--- src/rtl/atualiza_aste_if.sv ---
// Bundles the sweep controller's start/status handshake and the asteroid-memory port.
// The master modport is the controller. The slave modport is the memory and game FSM side.
interface atualiza_aste_if;
  logic       iniciar;
  logic [9:0] mem_q;
  logic [3:0] mem_addr;
  logic [9:0] mem_data;
  logic       mem_we;
  logic       ocupado;
  logic       pronto;
  logic [4:0] ativos;
  logic       colisao;
  logic [4:0] num_colisoes;

  modport master (
    input  iniciar, mem_q,
    output mem_addr, mem_data, mem_we, ocupado, pronto, ativos, colisao, num_colisoes
  );

  modport slave (
    output iniciar, mem_q,
    input  mem_addr, mem_data, mem_we, ocupado, pronto, ativos, colisao, num_colisoes
  );
endinterface

--- src/rtl/atualiza_aste.sv ---
// Asteroid sweep controller: one read-modify-write pass over all 16 memory entries per start.
// Each pass moves every live asteroid one step and removes those that leave the grid or hit the ship.
module atualiza_aste #(
  parameter int unsigned PASSO    = 1,
  parameter int unsigned CENTRO_X = 7,
  parameter int unsigned CENTRO_Y = 7
) (
  input logic            clk,
  input logic            reset,
  atualiza_aste_if.master bus
);

  typedef enum logic [1:0] {StIdle, StLe, StEscreve, StFim} state_e;

  localparam logic [4:0] Passo5 = 5'(PASSO);
  localparam logic [3:0] CentroX = 4'(CENTRO_X);
  localparam logic [3:0] CentroY = 4'(CENTRO_Y);

  state_e     state_q;
  logic [3:0] i_q;
  logic [4:0] cnt_q;
  logic [4:0] ativos_q;
  logic       colisao_q;
  logic [4:0] num_col_q;

  logic [3:0] x, y;
  logic [1:0] dir;
  logic [4:0] nx, ny;
  logic       empty, off, hit, origin, live, escreve;
  logic [4:0] cnt_d;

  always_comb begin
    x   = bus.mem_q[9:6];
    y   = bus.mem_q[5:2];
    dir = bus.mem_q[1:0];
    nx  = {1'b0, x};
    ny  = {1'b0, y};
    // Bit 4 of the 5-bit result is the carry/borrow that marks an off-grid move.
    unique case (dir)
      2'b00: nx = {1'b0, x} + Passo5;
      2'b01: nx = {1'b0, x} - Passo5;
      2'b10: ny = {1'b0, y} + Passo5;
      2'b11: ny = {1'b0, y} - Passo5;
      default: ;
    endcase
    empty   = (bus.mem_q == 10'd0);
    off     = nx[4] | ny[4];
    hit     = !off && (nx[3:0] == CentroX) && (ny[3:0] == CentroY);
    // (0,0) with direction 00 would read back as an empty slot, so it is dropped.
    origin  = !off && (nx[3:0] == 4'd0) && (ny[3:0] == 4'd0);
    live    = !off && !hit && !origin;
    escreve = (state_q == StEscreve);
    cnt_d   = cnt_q + {4'd0, (escreve && !empty && live)};

    bus.mem_addr     = i_q;
    bus.mem_we       = escreve && !empty;
    bus.mem_data     = (escreve && !empty && live) ? {nx[3:0], ny[3:0], dir} : 10'd0;
    bus.ocupado      = (state_q == StLe) || (state_q == StEscreve);
    bus.pronto       = (state_q == StFim);
    bus.ativos       = ativos_q;
    bus.colisao      = colisao_q;
    bus.num_colisoes = num_col_q;
  end

  always_ff @(posedge clk) begin
    if (reset) begin
      state_q   <= StIdle;
      i_q       <= 4'd0;
      cnt_q     <= 5'd0;
      ativos_q  <= 5'd0;
      colisao_q <= 1'b0;
      num_col_q <= 5'd0;
    end else begin
      unique case (state_q)
        StIdle: begin
          if (bus.iniciar) begin
            state_q   <= StLe;
            i_q       <= 4'd0;
            cnt_q     <= 5'd0;
            colisao_q <= 1'b0;
            num_col_q <= 5'd0;
          end
        end
        StLe: state_q <= StEscreve;
        StEscreve: begin
          cnt_q <= cnt_d;
          if (!empty && hit) begin
            colisao_q <= 1'b1;
            num_col_q <= num_col_q + 5'd1;
          end
          if (i_q == 4'd15) begin
            // Latch on entry to FIM so ativos is already valid while pronto is high.
            ativos_q <= cnt_d;
            state_q  <= StFim;
          end else begin
            i_q     <= i_q + 4'd1;
            state_q <= StLe;
          end
        end
        StFim: state_q <= StIdle;
        default: state_q <= StIdle;
      endcase
    end
  end

endmodule

--- src/flat_wrapper.sv ---
// flat-port wrapper written by rule: the top's interface ports become plain ports
module atualiza_aste_flat 
#(
  parameter int unsigned PASSO    = 1,
  parameter int unsigned CENTRO_X = 7,
  parameter int unsigned CENTRO_Y = 7
)
  (clk, reset, bus_iniciar, bus_mem_q, bus_mem_addr, bus_mem_data, bus_mem_we, bus_ocupado, bus_pronto, bus_ativos, bus_colisao, bus_num_colisoes);
  atualiza_aste_if bus_i ();
  input logic clk;
  input logic reset;
  input wire logic [$bits(bus_i.iniciar)-1:0] bus_iniciar;
  input wire logic [$bits(bus_i.mem_q)-1:0] bus_mem_q;
  output wire logic [$bits(bus_i.mem_addr)-1:0] bus_mem_addr;
  output wire logic [$bits(bus_i.mem_data)-1:0] bus_mem_data;
  output wire logic [$bits(bus_i.mem_we)-1:0] bus_mem_we;
  output wire logic [$bits(bus_i.ocupado)-1:0] bus_ocupado;
  output wire logic [$bits(bus_i.pronto)-1:0] bus_pronto;
  output wire logic [$bits(bus_i.ativos)-1:0] bus_ativos;
  output wire logic [$bits(bus_i.colisao)-1:0] bus_colisao;
  output wire logic [$bits(bus_i.num_colisoes)-1:0] bus_num_colisoes;
  assign bus_i.iniciar = bus_iniciar;
  assign bus_i.mem_q = bus_mem_q;
  assign bus_mem_addr = bus_i.mem_addr;
  assign bus_mem_data = bus_i.mem_data;
  assign bus_mem_we = bus_i.mem_we;
  assign bus_ocupado = bus_i.ocupado;
  assign bus_pronto = bus_i.pronto;
  assign bus_ativos = bus_i.ativos;
  assign bus_colisao = bus_i.colisao;
  assign bus_num_colisoes = bus_i.num_colisoes;
  atualiza_aste #(.PASSO(PASSO), .CENTRO_X(CENTRO_X), .CENTRO_Y(CENTRO_Y)) u_core (.clk(clk), .reset(reset), .bus(bus_i));
endmodule
--- config.mk ---
export PLATFORM = sky130hd
export DESIGN_NAME = atualiza_aste_flat
export DESIGN_NICKNAME = d
export VERILOG_FILES = /design/src/rtl/atualiza_aste_if.sv /design/src/rtl/atualiza_aste.sv /design/src/flat_wrapper.sv
export SDC_FILE = /design/constraint.sdc
export NUM_CORES = 1
export LEC_CHECK = 0
export BUFFER_PORTS_ARGS = -buffer_cell sky130_fd_sc_hd__clkbuf_2
export CAP_MARGIN = 20
export CORE_MARGIN = 10
export CORE_UTILIZATION = 50
export DETAILED_ROUTE_END_ITERATION = 10
export GPL_ROUTABILITY_DRIVEN = 1
export GPL_TIMING_DRIVEN = 0
export PLACE_DENSITY_LB_ADDON = 0.3
export SYNTH_ARGS = -nofsm -noshare
export SYNTH_HDL_FRONTEND = slang
export SYNTH_SLANG_ARGS = --single-unit
--- constraint.sdc ---
create_clock -name clk -period 4.6 [get_ports clk]
set_input_delay 0.92 -clock clk [delete_from_list [all_inputs] [get_ports clk]]
set_output_delay 0.92 -clock clk [all_outputs]
set_load 0.05 [all_outputs]
==> impl_metrics.yaml <==
status:
  status: "completed"
clock_network:
  cts_tree: "built"
  clk_path_buf_depth: 2
  clock-sinks: 22
  path_clk_slew_ns: 0.11
  htree_levels: 1
  cts_made_buffers: 3
  cts_root_buf: "clkbuf_4"
  cts_setup_buffers: 0
  clock_latency_ns: 0.31
yosys:
  synth_edf_count: 0
  synth_ff_type: "dfxtp_1"
  synth_fp_nets: 235
  yosysWarnings: 0
  yosys-mux-area-fraction_pct: 3.60
  synth-compound-area-share_pct: 18.8
  ys_ff_latch: 22
  yosys.cell_types.count: 52
  synthSimpleGateAreaFrac_pct: 32.9
  postSynthAreaPerCell_sq_um: 8.06
  ys_seq_area_share_pct: 25.9
  synth_fa_ha_area_share_pct: 8.09
  synthArstFlopShare_pct: 0
  synth_top_family_by_area: "simple AND/OR/NAND/NOR gates"
  synth_cells: 211
  syn_area_sq_um: 1700
  synth_xor_area_share_pct: 5.66
timing:
  hold_violations: 0
  slew_violations: 0
  slew_headroom_pct: 56.9
  period_minus_slack_ns: 4.42
  fin_crit_sh_pct: 96.1
  finalSetupViolations: 0
  holdWs_ns: 0.471
  tightest_slew_ns: 0.642
  fin_tns_setup_ns: 0
  fmax_ghz: 0.226
  grt_setup_unrepaired: "no"
  fin_ws_ns: 0.179
  skew_ns: 0.00707
route:
  vias: 1610
  drc: 0
  routed_wl_mm: 4.01
  wl_per_cell_microns: 13.5
  post_drt_via_cell_ratio: 5.42
  antenna_left: 0
  drtIter0Drc: 105
  first_pass_iters: 4
critical_path:
  critPathArrivalTime_ns: 3.50
  endpoint_kind: "primary output"
  worst-path-max-fanout: 10
  critical-path-max-stage-delay_ns: 0.43
  startpoint_type: "input pin"
  crit_chain: "buf_2 > clkbuf_4 > inv_1 > nand2_1 > xnor2_1 > ha_1 > nor4b_1 > a21oi_1 > xnor2_2 > or3_1 > a21oi_4 > nor2_1 > clkbuf_2"
  cp_data_required_time_ns: 3.68
  critical_path_class: "input pin to primary output"
  cp_slowest_cell: "or3_1"
cells_and_area:
  finish.utilization_pct: 60.0
  layout-drive-gt1-share_pct: 23.5
  final_common_cell: "clkbuf_2"
  synthToLayoutAreaGrowth_pct: 16.7
  mostFrequentLayoutCells: "clkbuf_2 (35), nor2_1 (24), dfxtp_1 (22)"
  nets: 276
  diodes: 0
floorplan:
  fp.dieW_microns: 78.3
  initial_utilization_pct: 51.4
  die_h_microns: 78.3
  fp.coreArea_sq_um: 3310
  io_pins: 41
  dieArea_sq_um: 6140
  rows: 21
placed_design:
  gp_congestion: 0.878
  port_buffers: 36
  hpwl_mm: 3.16
  post-place-ws_ns: 0.112
power_and_ir_drop:
  pwr_density_cell_nw_per_um2: 261
  p_leak_uw: 0.000845
  ir_worst_vdd_mv: 0.170
  power.total_uw: 517
worst_hold_path:
  holdCritPathClass: "flop to flop"
global_route:
  antenna_found_initial: 0
  grt_pass1_wl_mm: 6.76
  gr-usage-all-layers_pct: 12.7
  grt_max_degree: 13
  grt_pass1_vias: 1506
  grt_overflow_total: 0
run:
  max_cap_viol_count: 0
cell usage after synthesis (all sizes together) (2+ instances only):
master   count  area (sq um)
nor2b        6          37.5
a21o         5          37.5
a2111oi      3          26.3
buf          7          52.5
or2          5          33.8
a21oi        7          50.1
nand4        3          18.8
nor3         5          25.0
a31oi        3          18.8
o31a         2          17.5
nor4b        2          17.5
mux2i        5          50.1
nand3       10          55.1
a22oi        7          52.6
nor2        24          90.1
nand2       21          78.8
inv          5          18.8
nor3b        3          32.5
xor2         2          17.5
clkbuf       4          15.0
o22ai        2          12.5
a211oi       2          15.0
xnor2        9          78.8
nand3b       2          15.0
o21ai        6          30.0
ha          11           138
and2         5          31.3
nand2b       8          50.1
dfxtp       22           440
and3         3          23.8
metal layers:
| layer | vias up | global-route usage [%] | wire length (microns) |
|---|---|---|---|
| met5 | - | 0 | 0 |
| met4 | 0 | 2.33 | 13 |
| met3 | 2 | 4.67 | 290 |
| met2 | 34 | 20.5 | 1810 |
| met1 | 744 | 15.9 | 1890 |
| li1 | 830 | - | - |
report_power, final:
group	internal (uW)	leakage [uW]	total [uW]	switching, uW
Sequential	196	0.000178	202	6.00
Combinational	65.4	0.000646	209	144
Clock	48.3	0.0000210	106	57.8
Total	310	0.000845	517	208
flip-flops by register name, summed over array words and instances, names as in the netlist:
signal	flops
u_core.state_q	2
u_core.bus.colisao	1
u_core.bus.ativos	5
u_core.bus.num_colisoes	5
u_core.bus.mem_addr	4
u_core.cnt_q	5
critical path, delay by kind of cell:
kind	cells	cell delay (ns)
xor gates and xnor gates	2	0.33
adders and majority gates	1	0.21
and+or+nand+nor	4	0.86
buffers and inverters	4	0.78
AOI/OAI and AO/OA	2	0.39
final cells by class:
type	instances	area [sq um]
buffer	11	70.1
clock buffer	4	36.3
fill	345	1330
inverter	5	18.8
multi-input combinational	173	1180
sequential	22	440
tap	46	57.6
timing repair buffer	36	180
logic make-up after synthesis:
logic type / Yosys count
DFF: 22
buffers and inverters: 16
xor gates and xnor gates: 11
muxes: 6
AOI/OAI and AO/OA: 42
adders and majority gates: 11
and+or+nand+nor: 103
path summary, 6_finish.rpt:
kind	from	to	slack (ns)	depth (start not counted)
max	bus_mem_q[1]	bus_mem_data[6]	0.18	13
min	u_core.bus.ativos[1]	u_core.bus.ativos[1]	0.47	2
min reg2reg	u_core.bus.ativos[1]	u_core.bus.ativos[1]	0.47	2
max reg2reg	u_core.state_q[0]	u_core.cnt_q[4]	2.01	12
through the flow:
step | cell area, sq um | std cells
after global placement | 1940 | 293
after CTS | 1980 | 297
after global routing | 1990 | 297
after floorplan | 1700 | 211
after detailed placement | 1940 | 293
final | 1990 | 297
what timing repair did:
| item | 4_1_cts | 5_1_grt |
|---|---|---|
| hold buffers | 0 | 0 |
| gates resized for setup | 0 | 3 |
| endpoints found under the setup margin | 0 | 8 |
Power figures use the tool's default switching activity.
